==> src/rtl/mips_ctrl_pkg.sv <==
// Shared definitions for the multicycle MIPS controller: opcodes, functs, datapath select codes,
// state codes and the opcode-class decoder used at DECODE.
package mips_ctrl_pkg;

    typedef enum logic [5:0] {
        OP_RTYPE = 6'h00,
        OP_J     = 6'h02,
        OP_BEQ   = 6'h04,
        OP_BNE   = 6'h05,
        OP_LUI   = 6'h0f,
        OP_LW    = 6'h23,
        OP_SW    = 6'h2b
    } opcode_e;

    typedef enum logic [5:0] {
        FN_NOP   = 6'h00,
        FN_BREAK = 6'h0d,
        FN_ADD   = 6'h20,
        FN_SUB   = 6'h22,
        FN_AND   = 6'h24,
        FN_XOR   = 6'h26
    } funct_e;

    // Instruction class captured at DECODE so later states never look at Op/Funct again
    typedef enum logic [3:0] {
        CLS_NOP, CLS_ADD, CLS_SUB, CLS_AND, CLS_XOR, CLS_BREAK,
        CLS_BEQ, CLS_BNE, CLS_LW, CLS_SW, CLS_LUI, CLS_J
    } op_class_e;

    localparam logic [2:0] ALU_PASS_A = 3'b000;
    localparam logic [2:0] ALU_ADD    = 3'b001;
    localparam logic [2:0] ALU_SUB    = 3'b010;
    localparam logic [2:0] ALU_AND    = 3'b011;
    localparam logic [2:0] ALU_XOR    = 3'b110;

    localparam logic [1:0] MTR_ALUOUT = 2'b00;
    localparam logic [1:0] MTR_MDR    = 2'b01;
    localparam logic [1:0] MTR_LUI    = 2'b10;

    localparam logic [1:0] PCS_ALU    = 2'b00;
    localparam logic [1:0] PCS_ALUOUT = 2'b01;
    localparam logic [1:0] PCS_JUMP   = 2'b10;

    localparam logic [1:0] SRCB_B      = 2'b00;
    localparam logic [1:0] SRCB_FOUR   = 2'b01;
    localparam logic [1:0] SRCB_IMM    = 2'b10;
    localparam logic [1:0] SRCB_IMM_SH = 2'b11;

    localparam logic [7:0] ST_RESET        = 8'd0;
    localparam logic [7:0] ST_FETCH        = 8'd1;
    localparam logic [7:0] ST_FETCH_WAIT   = 8'd2;
    localparam logic [7:0] ST_PC_INC       = 8'd3;
    localparam logic [7:0] ST_DECODE       = 8'd4;
    localparam logic [7:0] ST_R_EXEC       = 8'd5;
    localparam logic [7:0] ST_R_WB         = 8'd6;
    localparam logic [7:0] ST_BRANCH       = 8'd7;
    localparam logic [7:0] ST_MEM_ADDR     = 8'd8;
    localparam logic [7:0] ST_MEM_ACC      = 8'd9;
    localparam logic [7:0] ST_MEM_ACC_WAIT = 8'd10;
    localparam logic [7:0] ST_LW_WB        = 8'd11;
    localparam logic [7:0] ST_LUI_WB       = 8'd12;
    localparam logic [7:0] ST_JUMP         = 8'd13;
    localparam logic [7:0] ST_HALT         = 8'd14;
    localparam logic [7:0] ST_EXCEPT       = 8'd15;

    function automatic op_class_e decode_class(input logic [5:0] op, input logic [5:0] funct);
        op_class_e cls;
        cls = CLS_NOP;
        case (op)
            OP_RTYPE: begin
                case (funct)
                    FN_ADD:   cls = CLS_ADD;
                    FN_SUB:   cls = CLS_SUB;
                    FN_AND:   cls = CLS_AND;
                    FN_XOR:   cls = CLS_XOR;
                    FN_BREAK: cls = CLS_BREAK;
                    default:  cls = CLS_NOP;
                endcase
            end
            OP_BEQ:  cls = CLS_BEQ;
            OP_BNE:  cls = CLS_BNE;
            OP_LW:   cls = CLS_LW;
            OP_SW:   cls = CLS_SW;
            OP_LUI:  cls = CLS_LUI;
            OP_J:    cls = CLS_J;
            default: cls = CLS_NOP;
        endcase
        return cls;
    endfunction

endpackage

==> src/rtl/mips_wait_counter.sv <==
// Memory wait-state counter shared by instruction fetch and data access.
module mips_wait_counter #(
    parameter int unsigned WAIT = 2
) (
    input  logic Clk,
    input  logic Reset_signal,
    input  logic clear,
    input  logic inc,
    output logic done
);

    localparam int unsigned CntW = (WAIT > 0) ? $clog2(WAIT + 1) : 1;

    logic [CntW-1:0] cnt_q;

    always_ff @(posedge Clk) begin
        if (Reset_signal || clear) begin
            cnt_q <= '0;
        end else if (inc) begin
            cnt_q <= cnt_q + CntW'(1);
        end
    end

    assign done = (WAIT == 0) || (cnt_q == CntW'(WAIT - 1));

endmodule

==> src/rtl/mips_mc_control_fsm.sv <==
// Multicycle MIPS control FSM: Moore decode of datapath controls with configurable memory
// wait states, BEQ/BNE PC update, BREAK halt and arithmetic-overflow exception.
module mips_mc_control_fsm
    import mips_ctrl_pkg::*;
#(
    parameter int unsigned MEM_WAIT = 2,
    parameter int unsigned STATE_W  = 8
) (
    input  logic               Clk,
    input  logic               Reset_signal,
    input  logic [5:0]         Op,
    input  logic [5:0]         Funct,
    input  logic               ALU_zero,
    input  logic               ALU_overflow,
    output logic [STATE_W-1:0] StateOut,
    output logic               PCWrite,
    output logic               PCWriteCond,
    output logic               PC_load,
    output logic               BranchNe,
    output logic               wr,
    output logic               IRWrite,
    output logic               RegWrite,
    output logic               RegReset,
    output logic [2:0]         ALU_sel,
    output logic [1:0]         MemtoReg,
    output logic [1:0]         PCSource,
    output logic               ALUSrcA,
    output logic [1:0]         ALUSrcB,
    output logic               IorD,
    output logic               RegDst,
    output logic               A_load,
    output logic               B_load,
    output logic               MDR_load,
    output logic               ALUOut_load,
    output logic               IR_load,
    output logic               A_reset,
    output logic               B_reset,
    output logic               MDR_reset,
    output logic               ALUOut_reset,
    output logic               IR_reset,
    output logic               PC_reset,
    output logic               Halted,
    output logic               Exception
);

    localparam logic [STATE_W-1:0] S_RESET        = STATE_W'(ST_RESET);
    localparam logic [STATE_W-1:0] S_FETCH        = STATE_W'(ST_FETCH);
    localparam logic [STATE_W-1:0] S_FETCH_WAIT   = STATE_W'(ST_FETCH_WAIT);
    localparam logic [STATE_W-1:0] S_PC_INC       = STATE_W'(ST_PC_INC);
    localparam logic [STATE_W-1:0] S_DECODE       = STATE_W'(ST_DECODE);
    localparam logic [STATE_W-1:0] S_R_EXEC       = STATE_W'(ST_R_EXEC);
    localparam logic [STATE_W-1:0] S_R_WB         = STATE_W'(ST_R_WB);
    localparam logic [STATE_W-1:0] S_BRANCH       = STATE_W'(ST_BRANCH);
    localparam logic [STATE_W-1:0] S_MEM_ADDR     = STATE_W'(ST_MEM_ADDR);
    localparam logic [STATE_W-1:0] S_MEM_ACC      = STATE_W'(ST_MEM_ACC);
    localparam logic [STATE_W-1:0] S_MEM_ACC_WAIT = STATE_W'(ST_MEM_ACC_WAIT);
    localparam logic [STATE_W-1:0] S_LW_WB        = STATE_W'(ST_LW_WB);
    localparam logic [STATE_W-1:0] S_LUI_WB       = STATE_W'(ST_LUI_WB);
    localparam logic [STATE_W-1:0] S_JUMP         = STATE_W'(ST_JUMP);
    localparam logic [STATE_W-1:0] S_HALT         = STATE_W'(ST_HALT);
    localparam logic [STATE_W-1:0] S_EXCEPT       = STATE_W'(ST_EXCEPT);

    logic [STATE_W-1:0] state_q, state_d;
    op_class_e          cls_q, cls_d;
    logic               cnt_clear, cnt_inc, cnt_done;
    logic [STATE_W-1:0] mem_done_state;

    mips_wait_counter #(
        .WAIT (MEM_WAIT)
    ) u_wait_counter (
        .Clk          (Clk),
        .Reset_signal (Reset_signal),
        .clear        (cnt_clear),
        .inc          (cnt_inc),
        .done         (cnt_done)
    );

    always_ff @(posedge Clk) begin
        if (Reset_signal) begin
            state_q  <= S_RESET;
            cls_q    <= CLS_NOP;
            StateOut <= S_RESET;
        end else begin
            state_q  <= state_d;
            cls_q    <= cls_d;
            StateOut <= state_q;
        end
    end

    assign mem_done_state = (cls_q == CLS_LW) ? S_LW_WB : S_FETCH;

    always_comb begin
        state_d   = S_FETCH;
        cls_d     = cls_q;
        cnt_clear = 1'b0;
        cnt_inc   = 1'b0;
        case (state_q)
            S_RESET:  state_d = S_FETCH;
            S_FETCH: begin
                cnt_clear = 1'b1;
                state_d   = (MEM_WAIT > 0) ? S_FETCH_WAIT : S_PC_INC;
            end
            S_FETCH_WAIT: begin
                cnt_inc = 1'b1;
                state_d = cnt_done ? S_PC_INC : S_FETCH_WAIT;
            end
            S_PC_INC: state_d = S_DECODE;
            S_DECODE: begin
                cls_d = decode_class(Op, Funct);
                case (cls_d)
                    CLS_ADD, CLS_SUB, CLS_AND, CLS_XOR: state_d = S_R_EXEC;
                    CLS_BREAK:                          state_d = S_HALT;
                    CLS_BEQ, CLS_BNE:                   state_d = S_BRANCH;
                    CLS_LW, CLS_SW:                     state_d = S_MEM_ADDR;
                    CLS_LUI:                            state_d = S_LUI_WB;
                    CLS_J:                              state_d = S_JUMP;
                    default:                            state_d = S_FETCH;
                endcase
            end
            S_R_EXEC: begin
                if ((cls_q == CLS_ADD || cls_q == CLS_SUB) && ALU_overflow) begin
                    state_d = S_EXCEPT;
                end else begin
                    state_d = S_R_WB;
                end
            end
            S_MEM_ADDR: state_d = S_MEM_ACC;
            S_MEM_ACC: begin
                cnt_clear = 1'b1;
                state_d   = (MEM_WAIT > 0) ? S_MEM_ACC_WAIT : mem_done_state;
            end
            S_MEM_ACC_WAIT: begin
                cnt_inc = 1'b1;
                state_d = cnt_done ? mem_done_state : S_MEM_ACC_WAIT;
            end
            S_R_WB, S_BRANCH, S_LW_WB, S_LUI_WB, S_JUMP: state_d = S_FETCH;
            S_HALT:   state_d = S_HALT;
            S_EXCEPT: state_d = S_EXCEPT;
            default:  state_d = S_FETCH;
        endcase
    end

    always_comb begin
        PCWrite      = 1'b0;
        PCWriteCond  = 1'b0;
        BranchNe     = 1'b0;
        wr           = 1'b0;
        IRWrite      = 1'b0;
        RegWrite     = 1'b0;
        RegReset     = 1'b0;
        ALU_sel      = ALU_PASS_A;
        MemtoReg     = MTR_ALUOUT;
        PCSource     = PCS_ALU;
        ALUSrcA      = 1'b0;
        ALUSrcB      = SRCB_B;
        IorD         = 1'b0;
        RegDst       = 1'b0;
        A_load       = 1'b0;
        B_load       = 1'b0;
        MDR_load     = 1'b0;
        ALUOut_load  = 1'b0;
        IR_load      = 1'b0;
        A_reset      = 1'b0;
        B_reset      = 1'b0;
        MDR_reset    = 1'b0;
        ALUOut_reset = 1'b0;
        IR_reset     = 1'b0;
        PC_reset     = 1'b0;
        Halted       = 1'b0;
        Exception    = 1'b0;
        case (state_q)
            S_RESET: begin
                RegReset     = 1'b1;
                A_reset      = 1'b1;
                B_reset      = 1'b1;
                MDR_reset    = 1'b1;
                ALUOut_reset = 1'b1;
                IR_reset     = 1'b1;
                PC_reset     = 1'b1;
            end
            S_FETCH, S_FETCH_WAIT: begin
                IR_load  = 1'b1;
                IRWrite  = 1'b1;
                MDR_load = 1'b1;
            end
            S_PC_INC: begin
                ALUSrcB = SRCB_FOUR;
                ALU_sel = ALU_ADD;
                PCWrite = 1'b1;
            end
            S_DECODE: begin
                A_load      = 1'b1;
                B_load      = 1'b1;
                ALUOut_load = 1'b1;
                ALUSrcB     = SRCB_IMM_SH;
                ALU_sel     = ALU_ADD;
            end
            S_R_EXEC: begin
                ALUSrcA     = 1'b1;
                ALUOut_load = 1'b1;
                case (cls_q)
                    CLS_ADD: ALU_sel = ALU_ADD;
                    CLS_SUB: ALU_sel = ALU_SUB;
                    CLS_AND: ALU_sel = ALU_AND;
                    CLS_XOR: ALU_sel = ALU_XOR;
                    default: ALU_sel = ALU_PASS_A;
                endcase
            end
            S_R_WB: begin
                RegDst   = 1'b1;
                RegWrite = 1'b1;
            end
            S_BRANCH: begin
                ALUSrcA     = 1'b1;
                ALU_sel     = ALU_SUB;
                PCWriteCond = 1'b1;
                PCSource    = PCS_ALUOUT;
                BranchNe    = (cls_q == CLS_BNE);
            end
            S_MEM_ADDR: begin
                ALUSrcA     = 1'b1;
                ALUSrcB     = SRCB_IMM;
                ALU_sel     = ALU_ADD;
                ALUOut_load = 1'b1;
            end
            S_MEM_ACC, S_MEM_ACC_WAIT: begin
                IorD     = 1'b1;
                wr       = (cls_q == CLS_SW);
                MDR_load = (cls_q == CLS_LW);
            end
            S_LW_WB: begin
                MemtoReg = MTR_MDR;
                RegWrite = 1'b1;
            end
            S_LUI_WB: begin
                MemtoReg = MTR_LUI;
                RegWrite = 1'b1;
            end
            S_JUMP: begin
                PCSource = PCS_JUMP;
                PCWrite  = 1'b1;
            end
            S_HALT:   Halted    = 1'b1;
            S_EXCEPT: Exception = 1'b1;
            default: ;
        endcase
    end

    assign PC_load = PCWrite | (PCWriteCond & (BranchNe ? ~ALU_zero : ALU_zero));

endmodule
==> config.mk <==
export PLATFORM = sky130hd
export DESIGN_NAME = mips_mc_control_fsm
export DESIGN_NICKNAME = d
export VERILOG_FILES = /design/src/rtl/mips_ctrl_pkg.sv /design/src/rtl/mips_wait_counter.sv /design/src/rtl/mips_mc_control_fsm.sv
export SDC_FILE = /design/constraint.sdc
export NUM_CORES = 1
export LEC_CHECK = 0
export CORE_MARGIN = 4
export CORE_UTILIZATION = 25
export CTS_CLUSTER_DIAMETER = 80
export DETAILED_ROUTE_END_ITERATION = 16
export PLACE_DENSITY = 0.62
export REMOVE_ABC_BUFFERS = 1
export SLEW_MARGIN = 30
export SYNTH_ARGS = -nofsm -noshare
export SYNTH_HDL_FRONTEND = slang
export SYNTH_SLANG_ARGS = --single-unit
==> constraint.sdc <==
create_clock -name Clk -period 3.4 [get_ports Clk]
set_clock_uncertainty 0.15 [all_clocks]
set_input_delay 0.34 -clock Clk [delete_from_list [all_inputs] [get_ports Clk]]
set_output_delay 0.34 -clock Clk [all_outputs]
set_load 0.1 [all_outputs]
Yosys cells after proc, flatten, opt, wreduce, memory -nomap -nowiden
Memories as Yosys holds them, arrays and structs flattened. Cells that the tools add are included.

Input bits: 16. Bits in read-only memories: 64. Bits in registers: 22. Memories: 1.

Memory list: (name not given) (depth 16, bits a word 4, read ports 1, clocked after Yosys merged registers in 0, write ports 0, line mips_mc_control_fsm.sv:110) `case (cls_d)`.

Eq/ne operators: 34. Reduce and logical (&&, ||, !) cells: 14. Bitwise operators: 3. Muxes and demuxes: 31. Add/sub/neg operators: 1.

Operators with widths (number): case mux 8 bit (10 select lines) (1); equality test 8 x 4 -> 1 bit (second input constant) (8); equality test 6 bit (second input constant) (6); equality test 8 x 3 -> 1 bit (second input constant) (4); case mux 4 bit (7 select lines) (1); two-way mux 1 bit (18); equality test 8 x 2 -> 1 bit (second input constant) (2); two-way mux 4 bit (4); case mux 3 bit (5 select lines) (1); equality test 6 x 3 -> 1 bit (second input constant) (2); equality test 6 x 4 -> 1 bit (second input constant) (2); case mux 3 bit (4 select lines) (1); OR reduction 3 bit (4); OR reduction 2 bit (5); case mux 3 bit (3 select lines) (1); equality test 4 x 2 -> 1 bit (second input constant) (2); equality test 4 x 3 -> 1 bit (second input constant) (2); equality test 4 bit (second input constant) (2); equality test 8 x 1 -> 1 bit (second input constant) (1); zero test 8 bit (1); case mux 2 bit (2 select lines) (2); equality test 6 x 2 -> 1 bit (second input constant) (1); zero test 6 bit (1); case mux 2 bit (3 select lines) (1); other kinds (9) (10).

Logic depth before layout (Yosys ltp)
Gate-level depths: netlist of run 1. An unclocked memory read counts as a cell.

Depth in word-level cells: 6. Mapped depth: 6. Depth with buffers taken out: 6.

Cells and area by module
From an unflattened synthesis of run 1, not the netlist that was laid out.

Cells, all modules: 196. Area, all modules: 1448.9 sq um.

By module, submodules not included: mips_mc_control_fsm (area each 1355.0 sq um, times used 1, cells each 188, seq. area each 240.2 sq um); mips_wait_counter (area each 93.8 sq um, times used 1, cells each 8, seq. area each 40.0 sq um).

Worst setup path before layout of run 1
Ideal clock, no wire load.

Kind: flip-flop to output port. From: register cls_q[1]. To: output port ALU_sel[1]. Setup slack: -0.821 ns. Data arrival time: 3.731 ns. Required time: 2.910 ns. Cell stages (with the launch flop): 4. Cell sequence: dfxtp_1 or4b_1 nor3_1 a211o_1.

Cells in the longest elaborated chain, start to end: 3. Elaborated cells between the ends (all ways): 6. Those cells by class: eq/ne (4); mux (2).

RTL lines: from (decl) (line mips_mc_control_fsm.sv:64) `op_class_e cls_q, cls_d;`; from (signal assigned) (line mips_mc_control_fsm.sv:85) `cls_q <= cls_d;`; equality test 4 x 3 -> 1 bit, or another cell as far along (line mips_mc_control_fsm.sv:201) `case (cls_q)`; case mux 3 bit (4 select lines) * (line mips_mc_control_fsm.sv:201); case mux 3 bit (3 select lines) * (line mips_mc_control_fsm.sv:171) `case (state_q)`; to (decl) (line mips_mc_control_fsm.sv:24) `output logic [2:0] ALU_sel,`.

Mark *: on every way between the ends. The rest lies on a longest branch, timed or not.

Worst setup path in the final report of run 1
From: register state_q[0]. To: output port ALU_sel[1].

Cells in the longest elaborated chain, start to end: 3. Elaborated cells between the ends (all ways): 7. Those cells by class: eq/ne (5); mux (1); reduce/logical (1).

RTL lines: from (decl) (line mips_mc_control_fsm.sv:63) `logic [STATE_W-1:0] state_q, state_d;`; from (signal assigned) (line mips_mc_control_fsm.sv:84) `state_q <= state_d;`; equality test 8 x 4 -> 1 bit, or another cell as far along (line mips_mc_control_fsm.sv:171); OR reduction 3 bit (no source line); case mux 3 bit (3 select lines) * (line mips_mc_control_fsm.sv:171).

Marked as above.

==> results of run 1 <==
[final timing paths]
check	start	endpoint	slack, ps	cells after the start
worst max-delay path	state_q[0]	ALU_sel[1]	900	4
worst min-delay path	u_wait_counter.cnt_q[1]	u_wait_counter.cnt_q[1]	330	2
worst min register to register	u_wait_counter.cnt_q[1]	u_wait_counter.cnt_q[1]	330	2
worst max register to register	state_q[0]	state_q[0]	1300	5
[where the power goes]
group | internal, mW | switching, mW
Sequential | 0.168 | 0.00690
Clock | 0.0783 | 0.0545
Combinational | 0.0587 | 0.198
[logic make-up (layout without fill, tap and decap cells)]
logic type,count (synthesis),count (layout),share of synthesized area [%]
DFF,14,14,21.6
AOI/OAI and AO/OA,47,47,25.2
other,1,4,0.289
adders and majority gates,1,1,0.963
and+or+nand+nor,90,90,37.6
xor gates and xnor gates,3,3,2.02
buffers and inverters,25,62,11.6
muxes,1,1,0.771
[flip-flops by register name, summed over array words and instances, names as in the netlist]
signal                flops
state_q                   4
cls_q                     4
StateOut                  4
u_wait_counter.cnt_q      2
[area by class of cell]
class                      instances  area share [%]
timing repair buffer              54            25.8
tap                               67            4.77
inverter                           5            1.07
clock buffer                       3            2.35
multi-input combinational        146            50.1
sequential                        14            16.0
[layer usage]
metal	vias up	track usage [%]	share of wire, %
li1	724	-	-
met1	610	14.3	48
met2	48	16.8	42
met3	6	1.46	7.9
met4	0	5.07	2.1
met5	-	0	0
[placed cells by master (no fill, tap or decap), types with 2 or more instances in the layout]
| cell type | instances |
|---|---|
| o22ai_1 | 2 |
| nand2b_1 | 6 |
| nor4_1 | 2 |
| a211o_1 | 2 |
| clkdlybuf4s50_1 | 19 |
| clkbuf_8 | 3 |
| or3_1 | 3 |
| dfxtp_1 | 14 |
| xor2_1 | 2 |
| nor3_1 | 7 |
| nand3b_1 | 2 |
| conb_1 | 4 |
| o21ai_1 | 4 |
| nand4b_1 | 2 |
| nor2b_1 | 9 |
| nor3b_1 | 2 |
| a21oi_1 | 14 |
| and2_1 | 3 |
| nand2_1 | 17 |
| buf_4 | 35 |
| nor2_1 | 22 |
| o21ai_0 | 11 |
| inv_1 | 4 |
| nand3_1 | 5 |
[worst min-delay path, cell delays in order (launching register included)]
cell and delay, ps:
dfxtp_1 300, o21ai_0 70, a21oi_1 60
==> flow_summary.ini, run 1 <==
[run_status]
status = complete, no violations

[yosys]
synth_most_common_cell = nor2_1
synth_top_cell_area_share_pct = 21.6
ys_warn_count = 0
synth_cell_types = 52
synth_common_cells = nor2_1 (22), nand2_1 (17), a21oi_1 (14), dfxtp_1 (14), buf_4 (13)
yosys-top-cells-area = dfxtp_1 (22%), buf_4 (7.5%), nor2_1 (6.4%)
synthCells = 182
yosysSeqAreaShare_pct = 21.6
synth_top_flop_cell = dfxtp_1
syn_area_per_cell_um2 = 7.14
synth_edf_count = 0
synth_async_sr_flop_share_pct = 0
synth_top_area_cell = dfxtp_1
ys_ff_latch = 14
syn_area_um2 = 1300

[cts]
cts_tree = built
cts-hold-fix-buffers = 0
cts.htree.levels = 1
clkTransAtPathRegs_ps = 50
clk_path_buf_depth = 2
cts_root_buf = clkbuf_8
cts_resized = 0
clk_latency_ps = 250
cts.sinks = 14
cts-buffers-inserted = 3
postCtsSetupBuffers = 0

[global_routing]
globalRouteOverflowTotal = 0
grtUsageTotal_pct = 10.7
grt_pass1_wl_um = 5640
grt_max_degree = 21
antenna_found_initial = 0
grt_pass1_vias = 1254

[run]
maxCapViolCount = 0

[critical_path]
critical-path-top-delay-family = simple AND/OR/NAND/NOR gates
critPathMaxFanout = 13
slowest_stage = dfxtp_1
cp-end-kind = primary output
path_class = register to primary output
worstPathRequired_ps = 2910
worst-path-buf-inv = 1
worstPathArrival_ps = 2010
start_kind = register
slowest_delay_ps = 570
crit_chain = nand2b_1 > nor4_1 > a211o_1 > buf_4

[timing]
slew_headroom_pct = 34.3
setup_viol = 0
max_freq_mhz = 399
fin_ws_ps = 897
period_minus_slack_ps = 2500
slew_violations = 0
rsz0062_at_grt = no
fin_hold_ws_ps = 332
fin_crit_sh_pct = 73.6
worstMarginPinSlew_ps = 982
finalHoldViolCount = 0
tns_ps = 0

[drt]
wirelength_um = 3460
dr.pass1.iters = 4
avgRoutedWirePerCell_um = 12.0
drt-initial-drc-count = 94
ant_nets = 0
drc_errors = 0
viasPerCell = 4.80
vias = 1388

[power]
p_per_area_nw_per_um2 = 321
peakVddDrop_mv = 0.111
total_power_mw = 0.564
leakage_nw = 0.712

[layout]
insertedDiodeCount = 0
drive_above_1_share_pct = 20.7
finalInstanceArea_um2 = 1760
stdcell_count = 289
fill_cells = 530
multi_input_area_um2 = 880
utilization_pct = 36.0
layout.nets = 241
seqCellArea_um2 = 280
syn2layout_area_growth_pct = 35.3

[worst_hold_path]
hold_class = register to register

[place]
portBuffers = 52
dpl.hpwl_um = 2770
dp_cells = 286
gp_congestion = 0.811
pre_cts_ws_ps = 1000
placed_cell_area_um2 = 1720

[floorplan]
rows = 25
die_h_um = 80.1
start_util_pct = 26.6
fp.coreArea_um2 = 4880
dieWidth_um = 80.1
ios = 57
die_area_um2 = 6410
Note: power is estimated with default switching activity, not from simulation.
==> run 2, diff against run 1 <==
- PLACE_DENSITY: 0.62 -> 0.64
- clock period: 3.4 -> 2.1 ns (I/O delays scaled with it)
==> run 2 against run 1 <==
Effect of this change:
- first-iteration DRC count fell by 8.5%
- highest routed layer unchanged
- critical path type unchanged
- non-clock buffer count up 29
- largest power group unchanged
- routed wire length increased by 14%
- critical endpoint unchanged
- worst hold slack lost 1.8 ps
- combinational power is 110% higher
- via count grew 8.9%
- utilization increased by 15 points
- sequential power up 57%
==> flow_summary.ini, run 2 (synthesis gave the netlist of run 1 again) <==
[timing]
period_minus_slack_ps = 2040
fin_crit_sh_pct = 97.2
finalHoldViolCount = 0
tns_ps = 0
slew_violations = 0
rsz0062_at_grt = yes
max_freq_mhz = 490
setup_viol = 0

[floorplan]
ios = 57
fp.coreArea_um2 = 4880
die_h_um = 80.1
dieWidth_um = 80.1
start_util_pct = 26.6
die_area_um2 = 6410
rows = 25

[cts]
clk_path_buf_depth = 2
cts_root_buf = clkbuf_8
clk_latency_ps = 250
cts-buffers-inserted = 3
cts_tree = built
clkTransAtPathRegs_ps = 60
cts.sinks = 14
cts.htree.levels = 1

[layout]
fill_cells = 462
drive_above_1_share_pct = 38.5
finalInstanceArea_um2 = 2470
stdcell_count = 319
layout_commonest_cell = buf_4
top_regs = StateOut (4), cls_q (4), state_q (4)
syn2layout_area_growth_pct = 90.0
utilization_pct = 50.6
final_cell_mix = buf_4 (34), buf_12 (33), nor2_1 (21)
insertedDiodeCount = 0
layout.nets = 270

[critical_path]
worst-path-buf-inv = 1
crit_cells = 4
path_class = register to primary output
r2r-end = state_q[2]
regToRegSetupSlack_ps = 420
worstRegToRegCells = 6
slowest_stage = or4b_4
slowest_delay_ps = 540
worstPathArrival_ps = 1680
start_kind = register
critical-path-top-delay-family = simple AND/OR/NAND/NOR gates
critPathLaunch = cls_q[0]
critPathMaxFanout = 3
crit_chain = or4b_4 > nor3_4 > a211o_1 > buf_12
r2r_start = state_q[1]
cp-end-kind = primary output
critPathCapture = ALU_sel[1]
worstPathRequired_ps = 1740

[run_status]
status = complete, no violations

[place]
dpl.hpwl_um = 3170
dp_cells = 312
portBuffers = 52
placed_cell_area_um2 = 2310
gp_congestion = 0.850

[power]
total_power_mw = 1.09
leakage_nw = 1.01
peakVddDrop_mv = 0.230
p_per_area_nw_per_um2 = 441

[global_routing]
grtUsageTotal_pct = 12.4
grt_max_degree = 16
globalRouteOverflowTotal = 0
grt_pass1_vias = 1472
grt_pass1_wl_um = 6600
antenna_found_initial = 0

[drt]
dr.pass1.iters = 4
viasPerCell = 4.74
drc_errors = 0
wirelength_um = 3930
ant_nets = 0
avgRoutedWirePerCell_um = 12.3
vias = 1512
drt-initial-drc-count = 86

[run]
maxCapViolCount = 0

[worst_hold_path]
holdPathStages = 2
hold_class = register to register
min_from = u_wait_counter.cnt_q[1]
-- run 2: changes by cell type in the layout (fill, tap and decap cells not counted), sizes merged --
cell | before | now
buf | 35 | 68
clkbuf | 3 | 4
clkdlybuf4s50 | 19 | 15
-- run 2: worst min path at each step --
stage	endpoint
after CTS	u_wait_counter.cnt_q[1]
after global placement	u_wait_counter.cnt_q[1]
after global routing	cls_q[3]
after floorplan	StateOut[1]
final	u_wait_counter.cnt_q[1]
after detailed placement	u_wait_counter.cnt_q[1]
-- run 2: layout make-up --
type                       count  area, um^2  area share, %
clock buffer                   4        55.1           2.23
inverter                       5        18.8          0.761
sequential                    14         300           12.2
tap                           67        83.8           3.40
multi-input combinational    146         932           37.8
timing repair buffer          83        1080           43.7
-- run 2: tightest hold or removal path, delay by kind of cell (launching register included) --
| kind | cells | cell delay [ps] |
|---|---|---|
| DFF | 1 | 310 |
| AOI/OAI and AO/OA | 2 | 130 |
-- run 2: power breakdown --
group          total (mW)  internal (mW)  switching, mW  leakage, nW
Clock               0.267          0.166          0.100       0.0288
Sequential          0.275          0.267        0.00809        0.118
Combinational       0.546          0.193          0.352        0.862
-- run 2: routing by layer --
metal / global-route usage, % / part of all wire (%) / up-vias
li1: - / - / 777
met1: 15.0 / 43 / 672
met2: 22.3 / 49 / 58
met3: 1.35 / 6.0 / 5
met4: 5.07 / 1.8 / 0
met5: 0 / 0 / -
-- run 2: stage by stage --
stage                     setup WS (ps)  hold slack, ps
after floorplan                  -12760             127
after global placement            -52.5             313
after detailed placement          -97.6             326
after CTS                          24.8             335
after global routing              -2.41             370
final                              59.4             330
-- run 2: what timing repair did --
action	CTS	global route
resized for setup	5	20
buffers inserted	0	3
endpoints found under the hold margin	0	0
pin swaps	0	3
hold buffers	0	0
setup endpoints to repair	11	16
